[src/rtl/cpu_pkg.sv]
// cpu_pkg: shared instruction width, bubble word and feeder FSM states
package cpu_pkg;
    localparam int INST_W = 32;
    localparam logic [INST_W-1:0] BUBBLE_INST = 32'h0;
    typedef enum logic [1:0] {
        ST_IDLE,
        ST_RUN,
        ST_DRAIN,
        ST_DONE
    } feeder_state_e;
endpackage

[src/rtl/sync_fifo.sv]
// sync_fifo: single-clock FIFO with wrap-bit pointers and occupancy count
module sync_fifo #(
    parameter int WIDTH = 32,
    parameter int DEPTH = 16
) (
    input  logic                     i_clk,
    input  logic                     i_rst_n,
    input  logic                     i_push,
    input  logic [WIDTH-1:0]         i_data,
    input  logic                     i_pop,
    output logic [WIDTH-1:0]         o_data,
    output logic                     o_full,
    output logic                     o_empty,
    output logic [$clog2(DEPTH):0]   o_count
);
    localparam int AW = $clog2(DEPTH);
    logic [WIDTH-1:0] mem [DEPTH];
    logic [AW:0] wr_ptr, rd_ptr;
    logic push_ok, pop_ok;
    assign push_ok = i_push && !o_full;
    assign pop_ok  = i_pop && !o_empty;
    assign o_count = wr_ptr - rd_ptr;
    assign o_empty = wr_ptr == rd_ptr;
    assign o_full  = (wr_ptr[AW] != rd_ptr[AW]) && (wr_ptr[AW-1:0] == rd_ptr[AW-1:0]);
    assign o_data  = mem[rd_ptr[AW-1:0]];
    // pointers carry an extra wrap bit so full and empty are distinguishable
    always_ff @(posedge i_clk or negedge i_rst_n) begin
        if (!i_rst_n) begin
            wr_ptr <= '0;
            rd_ptr <= '0;
        end else begin
            if (push_ok) wr_ptr <= wr_ptr + 1'b1;
            if (pop_ok) rd_ptr <= rd_ptr + 1'b1;
        end
    end
    // storage needs no reset; only entries between the pointers are ever read
    always_ff @(posedge i_clk) begin
        if (push_ok) mem[wr_ptr[AW-1:0]] <= i_data;
    end
endmodule

[src/rtl/inst_feeder.sv]
// inst_feeder: buffers loader words and issues one per cycle to the cpu core
module inst_feeder #(
    parameter int DEPTH = 16,
    parameter int TAIL_CYCLES = 10,
    parameter logic [cpu_pkg::INST_W-1:0] BUBBLE_INST = cpu_pkg::BUBBLE_INST
) (
    input  logic                        i_clk,
    input  logic                        i_rst_n,
    input  logic                        i_start,
    input  logic                        i_wr_valid,
    input  logic [cpu_pkg::INST_W-1:0]  i_wr_inst,
    input  logic                        i_wr_last,
    output logic                        o_wr_ready,
    input  logic                        i_cpu_stall,
    output logic [cpu_pkg::INST_W-1:0]  o_inst,
    output logic                        o_inst_valid,
    output logic [$clog2(DEPTH):0]      o_count,
    output logic                        o_done
);
    import cpu_pkg::*;
    localparam int TW = $clog2(TAIL_CYCLES + 1);
    feeder_state_e state, state_nxt;
    logic full, empty, push, pop, last_seen;
    logic [INST_W-1:0] head;
    logic [TW-1:0] tail;
    assign o_wr_ready = !full && !last_seen && (state == ST_IDLE || state == ST_RUN);
    assign push = i_wr_valid && o_wr_ready;
    assign pop  = state == ST_RUN && !i_cpu_stall && !empty;

    sync_fifo #(.WIDTH(INST_W), .DEPTH(DEPTH)) u_fifo (
        .i_clk   (i_clk),
        .i_rst_n (i_rst_n),
        .i_push  (push),
        .i_data  (i_wr_inst),
        .i_pop   (pop),
        .o_data  (head),
        .o_full  (full),
        .o_empty (empty),
        .o_count (o_count)
    );

    // next state: popping the final buffered word of a complete program starts the tail
    always_comb begin
        state_nxt = state;
        case (state)
            ST_IDLE:  state_nxt = i_start ? ST_RUN : ST_IDLE;
            ST_RUN:   state_nxt = (pop && last_seen && o_count == ($clog2(DEPTH)+1)'(1)) ? ST_DRAIN : ST_RUN;
            ST_DRAIN: state_nxt = (tail == TW'(TAIL_CYCLES - 1)) ? ST_DONE : ST_DRAIN;
            ST_DONE:  state_nxt = i_start ? ST_DONE : ST_IDLE;
            default:  state_nxt = ST_IDLE;
        endcase
    end

    // state, tail counter, end-of-program flag and registered done
    always_ff @(posedge i_clk or negedge i_rst_n) begin
        if (!i_rst_n) begin
            state     <= ST_IDLE;
            tail      <= '0;
            last_seen <= 1'b0;
            o_done    <= 1'b0;
        end else begin
            state     <= state_nxt;
            tail      <= state == ST_DRAIN ? tail + 1'b1 : '0;
            last_seen <= (state == ST_DONE && state_nxt == ST_IDLE) ? 1'b0 : (last_seen || (push && i_wr_last));
            o_done    <= state == ST_DONE && state_nxt == ST_DONE;
        end
    end

    // output register: hold on stall in RUN, else issue the head or a bubble
    always_ff @(posedge i_clk or negedge i_rst_n) begin
        if (!i_rst_n) begin
            o_inst       <= BUBBLE_INST;
            o_inst_valid <= 1'b0;
        end else if (!(state == ST_RUN && i_cpu_stall)) begin
            o_inst       <= pop ? head : BUBBLE_INST;
            o_inst_valid <= pop;
        end
    end
endmodule
[config.mk]
export PLATFORM = sky130hd
export DESIGN_NAME = inst_feeder
export DESIGN_NICKNAME = d
export VERILOG_FILES = /design/src/rtl/cpu_pkg.sv /design/src/rtl/sync_fifo.sv /design/src/rtl/inst_feeder.sv
export SDC_FILE = /design/constraint.sdc
export NUM_CORES = 1
export LEC_CHECK = 0
export CAP_MARGIN = 15
export CORE_ASPECT_RATIO = 1.2
export CORE_MARGIN = 2
export CORE_UTILIZATION = 55
export DETAILED_ROUTE_END_ITERATION = 7
export GPL_TIMING_DRIVEN = 0
export PLACE_DENSITY_LB_ADDON = 0.3
export REMOVE_ABC_BUFFERS = 1
export SLEW_MARGIN = 20
export SYNTH_ARGS = -nofsm -noshare
export SYNTH_HDL_FRONTEND = slang
export SYNTH_SLANG_ARGS = --single-unit
[constraint.sdc]
create_clock -name i_clk -period 7.2 [get_ports i_clk]
set_clock_uncertainty 0.05 [all_clocks]
set_input_delay 1.44 -clock i_clk [delete_from_list [all_inputs] [get_ports i_clk]]
set_output_delay 1.44 -clock i_clk [all_outputs]
set_load 0.02 [all_outputs]
==> results.cfg <==
[pwr]
p_int_mw = 6.61
p_comb_share_pct = 29.6
p_leak_nw = 8.10
powerDensity_mw_per_mm2 = 380
p_sw_share_pct = 30.0
p_sw_mw = 2.83
clkPwrFrac_pct = 28.1
irDropWorstVdd_v = 0.000316
seq_power_share_pct = 42.4

[synthesis]
yosysUniqueCellTypes = 42
ys_seq_elements = 563
syn_area_mm2 = 0.0215
synth_seq_area_share_pct = 77.5
synth_ff_type = edfxtp_1
synth-edff-count = 512
async_reset_ff_share_pct = 9.06
synthCells = 1045
ys.warnings.count = 0
syn_avg_cell_area_um2 = 20.6

[sta]
max_slew_margin_pct = 50.4
finalMaxSlewViolations = 0
finalHoldViolations = 0
tns_ns = 0
fin_crit_sh_pct = 67.8
tightest_slew_ns = 0.744
fin_crit_ns = 4.88
max_freq_mhz = 205
holdWs_ns = 0.434
rsz0062_at_grt = no
fin_ws_ns = 2.32
finalSetupViolations = 0

[setup_path]
cp-end-kind = output port
cp_max_fo = 28
crit_chain = buf_12 -> buf_12 -> inv_1 -> ha_1 -> and3b_1 -> or3_1 -> and2_1 -> clkdlybuf4s50_1
critPathLaunchType = flop
worst_r2r_path_depth = 9
critPathArrivalTime_ns = 3.39
crit_type = reg -> out
cp_slowest_cell = dfrtp_4
worstPathRequired_ns = 5.71
slowest_delay_ns = 0.63
cp_common_cell = buf_12

[clock_network]
htree_num_levels = 2
cts_buffer_depth = 3
clk_pin_slew_ns = 0.06
ctsHoldBuffers = 0
cts_resized = 0
cts_tree = done
root_buffer = clkbuf_16
clock_latency_ns = 0.57
cts_buffers = 52
postCtsSetupBuffers = 0
cts.sinks = 563

[place]
place_worst_setup_slack_ns = 2.86
place_area_mm2 = 0.0232
gp_congestion = 0.721
dpl.hpwl_mm = 24.4
io_buffers = 77

[global_route]
grt_max_degree = 42
grtUsageMet2_pct = 37.2
grt_pass1_vias = 10800
top_usage_layer = met2
grt_overflow_total = 0
grt_pass1_wl_mm = 67.4
antenna_found_initial = 2
grtUsageTotal_pct = 23.0
use_met1_pct = 32.4
met3_usage_pct = 4.25

[die]
dieArea_mm2 = 0.0407
initial_core_util_pct = 55.6
die_width_um = 184
num_rows = 79
fp.dieH_um = 220
coreArea_mm2 = 0.0386
io_pins = 78

[cells_and_area]
fin_nets = 1197
layout-drive-gt1-share_pct = 18.9
fin_util_pct = 64.4
design_area_mm2 = 0.0249
area_growth_pct = 15.8

[detailed_routing]
routedWlPerCell_um = 26.4
dr.pass1.iters = 5
postRouteWirelength_mm = 45.4
num_vias = 10600
viasPerCell = 6.17
route.detailed.drc = 0
final_antenna_net_count = 0
drt_iter0_drc = 1036

[run_status]
status = completed

[worst_hold_path]
min_path_cells = 2
hp-class = reg -> reg

[run]
cap_viol_max_count = 0
==> cell usage after synthesis (3+ instances only) <==
cell type  instances  area share, %
o21ai_1           30           0.70
mux4_2            96             10
buf_4              9           0.31
and2_1            17           0.50
nand2_1           40           0.70
nor2_1             6           0.10
inv_1             10           0.17
o21ai_0            6           0.14
xor2_1             4           0.16
buf_2             19           0.44
a22oi_1           32            1.1
and3b_1            4           0.16
a21o_1             4           0.14
o211ai_1          33            1.2
nand3_1            4          0.093
edfxtp_1         512             72
nand4_1            4           0.12
o22ai_1           32           0.93
buf_6              4           0.21
xnor2_1            9           0.37
nor3b_1            3           0.10
mux2i_1           64            3.0
clkbuf_1          21           0.37
dfrtp_1           51            5.9
ha_1              11           0.64
==> per-layer routing <==
layer	share of wire, %	wire (µm)	up-vias
met5	0.051	23	-
met4	2.8	1280	4
met3	7.2	3270	90
met2	49	22200	418
met1	41	18600	5578
li1	-	-	4500
==> power groups by stage <==
stage	clock network, mW	logic (mW)	registers (mW)
2_1_floorplan	0	1.56	4.31
5_1_grt	2.80	3.00	4.03
4_1_cts	2.69	2.82	4.00
6_report	2.65	2.79	4.00
3_5_place_dp	0	2.80	4.07
3_3_place_gp	0	2.51	4.39
==> path summary, 6_finish.rpt <==
check / startpoint / endpoint / slack [ns]
max in group asynchronous: i_rst_n / u_fifo.rd_ptr[0]$_DFFE_PN0P_ / 5.81
hold reg to reg: o_inst[31]$_DFFE_PN0N_ / o_inst[31]$_DFFE_PN0N_ / 0.43
min in group asynchronous: i_rst_n / o_inst[8]$_DFFE_PN0N_ / 0.74
setup reg to reg: u_fifo.rd_ptr[2]$_DFFE_PN0P_ / u_fifo.mem[6][8]$_DFFE_PP_ / 3.37
setup / recovery: u_fifo.rd_ptr[2]$_DFFE_PN0P_ / o_count[3] / 2.32
hold / removal: o_inst[31]$_DFFE_PN0N_ / o_inst[31]$_DFFE_PN0N_ / 0.43
==> placed cells by master (no fill, tap or decap), drive strengths merged, types with 2 or more instances in the layout <==
cell	synthesis	layout
o22ai	32	32
bufinv	0	3
edfxtp	512	512
nand3	4	4
clkinvlp	0	4
o21ai	36	36
a21o	4	4
xor2	4	4
and2	17	17
nand2	40	40
dfrtp	51	51
buf	34	27
mux2i	64	64
ha	11	11
and3b	4	4
a21oi	2	2
mux4	96	96
nor2	6	6
clkbuf	21	69
xnor2	9	9
nor3	2	2
o21a	2	2
inv	10	11
clkinv	0	18
nor3b	4	4
clkdlybuf4s50	0	76
and3	2	2
o211ai	33	33
nand4	4	4
a22oi	32	32
==> critical path: cells and delay by family, from the launching register on <==
kind | cells | cell delay, ns
adders and majority gates | 1 | 0.36
buffers and inverters | 4 | 1.12
DFF | 1 | 0.63
and+or+nand+nor | 3 | 0.71
==> stage by stage <==
| stage | total power, mW | std cells |
|---|---|---|
| final | 9.45 | 1715 |
| after global routing | 9.83 | 1714 |
| after CTS | 9.51 | 1714 |
| after detailed placement | 6.87 | 1619 |
| after global placement | 6.90 | 1593 |
| after floorplan | 5.87 | 990 |
==> sequential cells by signal (all words and copies together), names as in the netlist <==
| name | flops |
|---|---|
| u_fifo.mem | 512 |
| o_inst | 32 |
| u_fifo.rd_ptr | 5 |
| u_fifo.wr_ptr | 5 |
| tail | 4 |
| state | 2 |
| last_seen | 1 |
| o_done | 1 |
| o_inst_valid | 1 |
==> kinds of logic (layout without fill, tap and decap cells) <==
family	after synthesis	count (layout)	synth area share, %
xor gates and xnor gates	13	13	0.530
AOI/OAI and AO/OA	146	146	4.50
and+or+nand+nor	86	86	2.04
DFF	563	563	77.5
adders and majority gates	12	12	0.734
buffers and inverters	65	208	1.62
muxes	160	160	13.0
other	0	1	0
==> layout make-up <==
type	instances	area, µm²
antenna	1	2.50
clock buffer	69	1440
clock inverter	26	211
fill	2564	13800
inverter	10	37.5
multi-input combinational	417	4540
sequential	563	16700
tap	526	658
timing repair buffer	103	1340
Note: power is estimated with default switching activity, not from simulation.
